## src/rtl/l2_burst_adapter.sv

```systemverilog
// rtl/l2_burst_adapter.sv - L2 line <-> 64-bit burst memory adapter
// Collects BEATS memory beats into one fill line, or serialises one writeback line into beats.
module l2_burst_adapter #(
    parameter int LINE_WIDTH = 256,
    parameter int BEAT_WIDTH = 64,
    parameter int ADDR_WIDTH = 32
) (
    input  logic                  clk_i,
    input  logic                  rst_ni,
    input  logic                  line_read_i,
    input  logic                  line_write_i,
    input  logic [ADDR_WIDTH-1:0] line_addr_i,
    input  logic [LINE_WIDTH-1:0] line_wdata_i,
    output logic [LINE_WIDTH-1:0] line_rdata_o,
    output logic                  line_resp_o,
    output logic                  mem_read_o,
    output logic                  mem_write_o,
    output logic [ADDR_WIDTH-1:0] mem_addr_o,
    output logic [BEAT_WIDTH-1:0] mem_wdata_o,
    input  logic [BEAT_WIDTH-1:0] mem_rdata_i,
    input  logic                  mem_resp_i
);
    localparam int BEATS = LINE_WIDTH / BEAT_WIDTH;
    localparam int CNT_W = (BEATS > 1) ? $clog2(BEATS) : 1;
    localparam int OFF_W = $clog2(LINE_WIDTH / 8);
    localparam logic [CNT_W-1:0] LAST_BEAT = CNT_W'(BEATS - 1);

    typedef enum logic [1:0] {IDLE, WR_BURST, RD_BURST, DONE} state_t;

    state_t                state_q, state_d;
    logic [CNT_W-1:0]      cnt_q, cnt_d;
    logic [ADDR_WIDTH-1:0] addr_q, addr_d;
    logic [LINE_WIDTH-1:0] buf_q, buf_d;
    logic [LINE_WIDTH-1:0] rdata_q, rdata_d;
    logic [ADDR_WIDTH-1:0] aligned_addr;

    assign aligned_addr = {line_addr_i[ADDR_WIDTH-1:OFF_W], {OFF_W{1'b0}}};

    always_comb begin
        state_d = state_q;
        cnt_d   = cnt_q;
        addr_d  = addr_q;
        buf_d   = buf_q;
        rdata_d = rdata_q;
        case (state_q)
            IDLE: begin
                // A writeback wins over a simultaneous fill; the fill stays requested and is taken next.
                if (line_write_i) begin
                    addr_d  = aligned_addr;
                    buf_d   = line_wdata_i;
                    cnt_d   = '0;
                    state_d = WR_BURST;
                end else if (line_read_i) begin
                    addr_d  = aligned_addr;
                    cnt_d   = '0;
                    state_d = RD_BURST;
                end
            end
            WR_BURST: begin
                if (mem_resp_i) begin
                    if (cnt_q == LAST_BEAT) begin
                        cnt_d   = '0;
                        state_d = DONE;
                    end else begin
                        cnt_d = cnt_q + CNT_W'(1);
                    end
                end
            end
            RD_BURST: begin
                if (mem_resp_i) begin
                    buf_d[int'(cnt_q)*BEAT_WIDTH +: BEAT_WIDTH] = mem_rdata_i;
                    if (cnt_q == LAST_BEAT) begin
                        // Publish the whole line at once so no partial fill is ever visible.
                        rdata_d = buf_d;
                        cnt_d   = '0;
                        state_d = DONE;
                    end else begin
                        cnt_d = cnt_q + CNT_W'(1);
                    end
                end
            end
            DONE:    state_d = IDLE;
            default: state_d = IDLE;
        endcase
    end

    always_ff @(posedge clk_i or negedge rst_ni) begin
        if (!rst_ni) begin
            state_q <= IDLE;
            cnt_q   <= '0;
            addr_q  <= '0;
            buf_q   <= '0;
            rdata_q <= '0;
        end else begin
            state_q <= state_d;
            cnt_q   <= cnt_d;
            addr_q  <= addr_d;
            buf_q   <= buf_d;
            rdata_q <= rdata_d;
        end
    end

    assign mem_read_o   = (state_q == RD_BURST);
    assign mem_write_o  = (state_q == WR_BURST);
    assign mem_addr_o   = (mem_read_o || mem_write_o) ? addr_q : '0;
    assign mem_wdata_o  = mem_write_o ? buf_q[int'(cnt_q)*BEAT_WIDTH +: BEAT_WIDTH] : '0;
    assign line_resp_o  = (state_q == DONE);
    assign line_rdata_o = rdata_q;
endmodule

```

## config.mk

```make
export PLATFORM = sky130hd
export DESIGN_NAME = l2_burst_adapter
export DESIGN_NICKNAME = d
export VERILOG_FILES = /design/src/rtl/l2_burst_adapter.sv
export SDC_FILE = /design/constraint.sdc
export NUM_CORES = 1
export LEC_CHECK = 0
export BUFFER_PORTS_ARGS = -buffer_cell sky130_fd_sc_hd__buf_2
export CORE_MARGIN = 4
export CORE_UTILIZATION = 35
export CTS_CLUSTER_SIZE = 14
export DETAILED_ROUTE_END_ITERATION = 10
export PLACE_DENSITY = 0.64
export REMOVE_ABC_BUFFERS = 1
export SYNTH_ARGS = -nofsm -noshare
export SYNTH_HDL_FRONTEND = slang
export SYNTH_SLANG_ARGS = --single-unit
```

## constraint.sdc

```tcl
create_clock -name clk_i -period 3.2 [get_ports clk_i]
set_input_delay 0.64 -clock clk_i [delete_from_list [all_inputs] [get_ports clk_i]]
set_output_delay 0.64 -clock clk_i [all_outputs]
set_load 0.01 [all_outputs]
```

# After elaboration in Yosys (flattened, before gate mapping)
# Index checks and enable logic that the tools add are counted.
word_totals:
  in_bits: 357
  wordCells: 48
  output_inout_bits: 355
  reg_bits: 548
classes:
  n_reduce_logical: 11
  muxes: 18
  n_addsub: 2
  eq_ne: 9
  shift: 3
op_table:
  columns: ["cell", "n"]
  rows:
  - ["256-bit two-way mux", 2]
  - ["256-bit case mux with 2 select lines", 1]
  - ["256-bit bitwise mux", 1]
  - ["64-bit by 33-bit variable shift with 256-bit output, first input constant", 1]
  - ["256-bit by 9-bit indexed part select with 64-bit output", 1]
  - ["64-bit by 33-bit indexed part select with 256-bit output", 1]
  - ["32-bit two-way mux", 3]
  - ["64-bit two-way mux", 1]
  - ["8-bit negation with 33-bit output", 1]
  - ["2-bit two-way mux", 8]
  - ["3-bit AND reduction", 4]
  - ["2-bit == test, second input constant", 3]
  - ["2-bit by 1-bit inequality test with 1-bit output, second input constant", 3]
  - ["2-bit case mux with 3 select lines", 1]
  - ["2-bit nonzero test", 3]
  - ["2-bit case mux with 2 select lines", 1]
  - ["3-bit inequality test, second input constant", 1]
  - ["2-bit by 1-bit adder with 2-bit output, second input constant", 1]
  - ["2-bit by 1-bit == test with 1-bit output, second input constant", 1]
  - ["2-bit logical NOT", 1]
  - ["2-bit inequality test, second input constant", 1]
  - ["2-bit AND reduction", 1]
  - ["2-bit OR reduction", 1]
  - ["1-bit logical OR", 1]

# Depth between registers and ports, before layout
# Gate-level depths: netlist (run 1).
depth:
  ltp_word: 5
  ltp_mapped: 12
  depth_no_buf: 6

# Worst setup path after synthesis (run 1)
# Ideal clock, no wire load.
synth_path:
  path_type: "register to register"
  start: "register cnt_q[1]"
  end: "register buf_q[104]"
  path_buffers: 4
  setup_slack_ps: 602
  synth_period_minus_slack_ps: 2598
  setup_time_ps: 67
  t_arrival_ps: 2531
  required_time_ps: 3133
  path_stages_with_launch: 11
  path_cell_list: "dfrtp_1 > clkbuf_1 > clkbuf_1 > inv_1 > ha_1 > or2_1 > buf_2 > a2111oi_4 > buf_6 > nand2_1 > nand2_1"
synth_via:
  elab_chain_len: 5
  elab_cells_between_ends: 6
  classes_between: "add/sub (1); shift (2); mux (3)"
synth_rtl:
  columns: ["item", "line_no", "text"]
  rows:
  - ["start: declaration", "31", "logic [CNT_W-1:0] cnt_q, cnt_d;"]
  - ["start signal: assignment", "96", "cnt_q <= cnt_d;"]
  - ["8-bit negation with 33-bit output (*)", "71", "buf_d[int'(cnt_q)*BEAT_WIDTH +: BEAT_WIDTH] = mem_rdata_i;"]
  - ["64-bit by 33-bit indexed part select with 256-bit output / 64-bit by 33-bit variable shift with 256-bit output (equally long branches)", "71", null]
  - ["256-bit bitwise mux (*)", "71", null]
  - ["256-bit two-way mux (*)", "70", "if (mem_resp_i) begin"]
  - ["256-bit case mux with 2 select lines (*)", "45", "case (state_q)"]
  - ["end signal: assignment", "98", "buf_q <= buf_d;"]
  - ["end: declaration", "33", "logic [LINE_WIDTH-1:0] buf_q, buf_d;"]
# Mark *: on every way between the ends. The rest lies on a longest branch, timed or not. The select of a mux whose other input is x is not followed.
# A chain may end at the register's enable or synchronous reset.

# Worst setup path in the final report (run 1)
layout_path:
  start: "register cnt_q[0]"
  end: "output mem_wdata_o[57]"
layout_via:
  elab_chain_len: 2
layout_rtl:
  columns: ["item", "line_no", "text"]
  rows:
  - ["256-bit by 9-bit indexed part select with 64-bit output", "106", "assign mem_wdata_o = mem_write_o ? buf_q[int'(cnt_q)*BEAT_WIDTH +: BEAT_WIDTH] : '0;"]
  - ["64-bit two-way mux", "106", null]
  - ["end: declaration", "19", "output logic [BEAT_WIDTH-1:0] mem_wdata_o,"]
# No other way between the ends.

==> results of run 1 <==
[power by group]
group,internal [mW],switching (mW),total [mW]
clock network,4.70,3.12,7.82
registers,9.57,2.00,11.6
logic,6.81,9.44,16.2
[worst max path at each step]
stage | from | endpoint | cells after the start
4_1_cts | state_q[0] | mem_addr_o[24] | 4
6_report | cnt_q[0] | mem_wdata_o[57] | 5
3_5_place_dp | mem_resp_i | buf_q[155] | 6
2_1_floorplan | state_q[0] | line_rdata_o[0] | 4
5_1_grt | cnt_q[0] | mem_wdata_o[49] | 5
3_3_place_gp | mem_resp_i | buf_q[137] | 6
[area by class of cell]
type                            instances  area (um^2)
Antenna cell                           28         70.1
Fill cell                            7754        44000
Multi-Input combinational cell       2063        13200
Clock buffer                           96         1980
Tap cell                             1050         1310
Inverter                                9         36.3
Sequential cell                       543        13600
Timing Repair Buffer                  805         4700
Clock inverter                         14          248
[per-stage QoR]
| step | setup TNS, ps | total power [mW] | instances | hold WS (ps) | area (um^2) |
|---|---|---|---|---|---|
| 2_1_floorplan | -5454120 | 20.6 | 2615 | 344 | 26700 |
| 3_3_place_gp | 0 | 27.4 | 4470 | 456 | 32800 |
| 3_5_place_dp | 0 | 27.8 | 4470 | 465 | 32800 |
| 4_1_cts | 0 | 35.7 | 4581 | 229 | 35100 |
| 5_1_grt | 0 | 37.6 | 4605 | 250 | 35100 |
| 6_report | 0 | 35.6 | 4608 | 280 | 35100 |
[routing by layer]
layer  vias up  routed length (um)
li1      11691                   -
met1     13125               46000
met2      1435               53700
met3       334               10600
met4        16                4830
met5         -                 118
[repair_timing]
item	4_1_cts	5_1_grt
gates resized for setup	0	1
endpoints found under the setup margin	0	28
hold endpoints to repair	9	0
hold buffers	1	0
[registers in the layout (all words and copies together) (netlist names)]
| register | flops |
|---|---|
| buf_q | 256 |
| addr_q | 27 |
| line_rdata_o | 256 |
| cnt_q | 2 |
| state_q | 2 |
[cell usage after synthesis (64+ instances only)]
| master | instances |
|---|---|
| and2_1 | 91 |
| nand2_1 | 390 |
| buf_2 | 98 |
| a21oi_1 | 148 |
| nor2b_1 | 234 |
| o21ai_0 | 317 |
| a21o_1 | 66 |
| o22ai_1 | 64 |
| nor2_1 | 76 |
| dfrtp_1 | 543 |
| a211oi_1 | 64 |
| o21ai_1 | 89 |
| mux4_2 | 64 |
| a22oi_1 | 169 |
| a31oi_1 | 66 |
| clkbuf_1 | 157 |
| a311oi_1 | 64 |
[cell families after synthesis]
kind of cell             synth area share, %
AO/OA/AOI/OAI                           25.6
adder cells (fa/ha/maj)                0.537
buffers and inverters                   4.81
flip-flops                              48.6
multiplexers                            6.31
other                                 0.0134
AND/OR/NAND/NOR                         14.1
==> metrics.txt, run 1 <==
run status=finished clean; Seq cells post-synth=543; Vias per Instance=5.77; Tightest Pin Transition=1120 ps; via count=26601; first-pass GRT wire length=170 mm; WL/cell=25.0 um; worst path required time=2560 ps; area share of the largest cell type after synthesis=48.6%; met2 global-route usage=41.4%; endpoint class of the critical path=output port; post-DP HPWL=77.2 mm; Skew-Pair Late Insertion Delay=600 ps; Post-Syn Area per Cell=9.65 um^2; row count=103; Peak Freq=323 MHz; initial antenna violation count=36; max_cap viols=0; Crit Path Max Fanout=21; CTS tree=done; commonest non-fill, non-tap cell in the layout=buf_2; met1 Track Usage GR=34.4%; peak supply drop=924 uV; r2r endpoint=buf_q[155]; Final Max Tran Viols=0; r2r worst-path depth=8; DP Worst Slack=400 ps; cell area after synthesis=0.0280 mm^2; number of global-route vias before repair=26561; Initial Utilization=35.3%; register-to-register setup slack=420 ps; Buffers on Ports=701; root buffer cell=clkbuf_16; Hold Crit Class=input port to flop; worst setup path category=flop to output port; leading area contributor after synthesis=dfrtp_1; H-tree lvl count=3; GP Congestion=0.861; Crit path buffers/inverters=3; standby leakage power=16.4 nW; grt total ovfl=0; Worst EP arrival=2450 ps; Reg-to-Reg Start=state_q[0]; Async S/R FF share, synth=100%; predominant post-synthesis flop cell=dfrtp_1; Hold Fails Final Rpt=0; Die Wd=291 um; Cells after Synth=2897; final WL=115 mm; final-stage net count=3857; Iter 0 DRT Violations=2345; Ports=712; Hold Crit Depth=2; CTS Buffer Depth=3; Setup-failing EPs final=0; Sink Count=543; hold path start=line_addr_i[22]; top post-synthesis cells by area=dfrtp_1 (49%), o21ai_0 (5.7%), nand2_1 (5.2%), nor2b_1 (5.2%), mux4_2 (5.2%); Final Cycle Share=96.7%; # Post-CTS Setup Buffers=0; met3 Usage GRT=5.63%; Reg clk slew, reported paths=60 ps; die footprint=0.0845 mm^2; Hold Path End=addr_q[22]; CTS buffer count=66; worst relative slew slack=25.6%; Post-synth EDFFs=0; Final Skew=25.8 ps; core area=0.0791 mm^2; share of layout cells above drive strength 1=29.0%; CP cell instances=buf_12 -> buf_4 -> mux4_2 -> and2_1 -> buf_2; Tmin final=3090 ps; drt pass-1 iters=6; Routed Antenna Nets=0; pwr dens=1010 mW/mm^2; CP peak stage delay=550 ps; most frequent cells in the layout=buf_2 (699), dfrtp_1 (541), nand2_1 (390), o21ai_0 (317), nor2b_1 (232); final core occ=44.4%; Unique masters post-synth=45; RSZ-0062 raised after global routing=no; register area share after synthesis=48.6%; slowest cell on the critical path=dfrtp_4; Remaining DRCs=0; Synth-to-Final Area Change=25.6%; DIE HEIGHT=291 um; Largest delay share family, worst path=buffers and inverters; Synthesis Warnings=0; largest net degree at the start of global routing=93; CP Launch Type=flop; PnR worst setup slack=105 ps; global route hottest layer=met2; GR Util All Layers=26.1%
No activity file was read; power rests on OpenSTA's default activity.
==> run 2: changes to the inputs <==
Settings changed: RECOVER_POWER set to 25.
==> run 2 against run 1 <==
The run now ends with max-capacitance violations, max-slew violations left. Register-to-register slack better by 30 ps. Routed wire length about the same. Sequential cell count unchanged. Non-clock buffer count stayed put. Combinational power barely moved. Final area hardly changed. Sequential power about the same. Setup slack gained 5.4 ps. First-iteration DRC count fell by 6.9%. Power about the same. Utilization about the same. Critical path depth is the same. Largest cell class unchanged. Largest power group unchanged.
==> metrics.txt, run 2 (same netlist as run 1, synthesis figures left out) <==
root buffer cell=clkbuf_16; failing checks=max-capacitance violations, max-slew violations; Peak Freq=324 MHz; final WL=115 mm; most frequent cells in the layout=buf_2 (699), dfrtp_1 (541), nand2_1 (390), o21ai_0 (317), nor2b_1 (232); endpoint class of the critical path=output port; Synth-to-Final Area Change=25.5%; Vias per Instance=5.77; # Post-CTS Setup Buffers=0; worst path required time=2560 ps; peak supply drop=923 uV; CP Launch Type=flop; number of global-route vias before repair=26561; worst setup path category=flop to output port; Iter 0 DRT Violations=2183; first-pass GRT wire length=170 mm; drt pass-1 iters=5; row count=103; Initial Utilization=35.3%; Final Cycle Share=96.5%; standby leakage power=16.4 nW; GP Congestion=0.861; Routed Antenna Nets=0; Setup-failing EPs final=0; Hold Fails Final Rpt=0; CTS tree=done; Buffers on Ports=701; share of layout cells above drive strength 1=29.0%; Psw=14.6 mW; Final Max Tran Viols=55; Die Wd=291 um; GR Util All Layers=26.1%; H-tree lvl count=3; Final Skew=27.8 ps; Reg clk slew, reported paths=60 ps; P_int=21.1 mW; Ports=712; worst relative slew slack=-39.8%; placed instance area=0.0328 mm^2; commonest non-fill, non-tap cell in the layout=buf_2; initial antenna violation count=36; grt total ovfl=0; final-stage net count=3857; max_cap viols=1; post-DP HPWL=77.2 mm; WL/cell=25.0 um; Skew-Pair Late Insertion Delay=600 ps; share of power burned in combinational logic=45.6%; sw frac=40.9%; hold_ws=281 ps; Hold Crit Class=input port to flop; Seq pwr share=32.5%; DIE HEIGHT=291 um; run status=finished with violations; RSZ-0062 raised after global routing=no; largest net degree at the start of global routing=93; Finished Cell Area=0.0351 mm^2; die footprint=0.0845 mm^2; Worst EP arrival=2450 ps; Clock power frac=21.9%; core area=0.0791 mm^2; via count=26613; Tightest Pin Transition=2100 ps; Crit Path Max Fanout=21; pwr dens=1020 mW/mm^2; filler cell count=7767; CTS Buffer Depth=3; CTS buffer count=66; Remaining DRCs=0; Sink Count=543; Tmin final=3090 ps
==> run 2: power by group through the flow <==
stage | clock network [mW] | registers [mW] | logic, mW
after CTS | 7.96 | 11.5 | 16.2
after global routing | 8.21 | 11.9 | 17.5
after floorplan | 0 | 11.5 | 9.07
final | 7.82 | 11.6 | 16.2
after global placement | 0 | 11.6 | 15.8
after detailed placement | 0 | 11.6 | 16.1
==> run 2: layer usage <==
metal | global-route usage (%) | vias to the layer above | share of wire [%]
met3 | 5.63 | 350 | 9.0
met1 | 34.4 | 13164 | 40
li1 | - | 11692 | -
met2 | 41.4 | 1391 | 47
met4 | 12.1 | 16 | 4.4
met5 | 0 | - | 0.097
==> run 2: worst paths after layout <==
path	slack (ps)	endpoint	from	depth (start not counted)
worst min-delay path	280	addr_q[22]	line_addr_i[22]	2
max in group asynchronous	420	buf_q[121]	rst_ni	3
worst max register to register	450	buf_q[155]	state_q[0]	8
min in group asynchronous	1170	buf_q[70]	rst_ni	2
worst min register to register	470	line_rdata_o[23]	line_rdata_o[23]	2
worst max-delay path	110	mem_wdata_o[57]	cnt_q[0]	5
==> run 2: worst max-delay path, stage by stage (launching register included) <==
cell and delay, ps:
dfrtp_4 550, buf_12 260, buf_4 220, mux4_2 490, and2_1 180, buf_2 140
==> run 2: layout make-up <==
cell class,count,area [um^2],share of cell area [%]
antenna,29,72.6,0.207
timing repair buffer,805,4670,13.3
tap,1050,1310,3.74
inverter,9,36.3,0.103
multi-input combinational,2063,13200,37.6
clock inverter,14,248,0.706
sequential,543,13600,38.7
clock buffer,96,1980,5.64
==> run 2: timing repair <==
action                                 CTS  global route
setup endpoints to repair                0            28
hold buffers                             1             0
resized for setup                        0             1
endpoints found under the hold margin    9             0
==> run 2: stage by stage <==
step | setup WS [ps] | cells | setup TNS [ps] | power, mW | util, %
6_report | 111 | 4609 | 0 | 35.6 | 44.3
5_1_grt | 2.13 | 4605 | 0 | 37.6 | 44.3
4_1_cts | 26.9 | 4581 | 0 | 35.7 | 44.3
3_5_place_dp | 400 | 4470 | 0 | 27.8 | 41.5
3_3_place_gp | 499 | 4470 | 0 | 27.4 | 41.5
2_1_floorplan | -16000 | 2615 | -5454120 | 20.6 | -
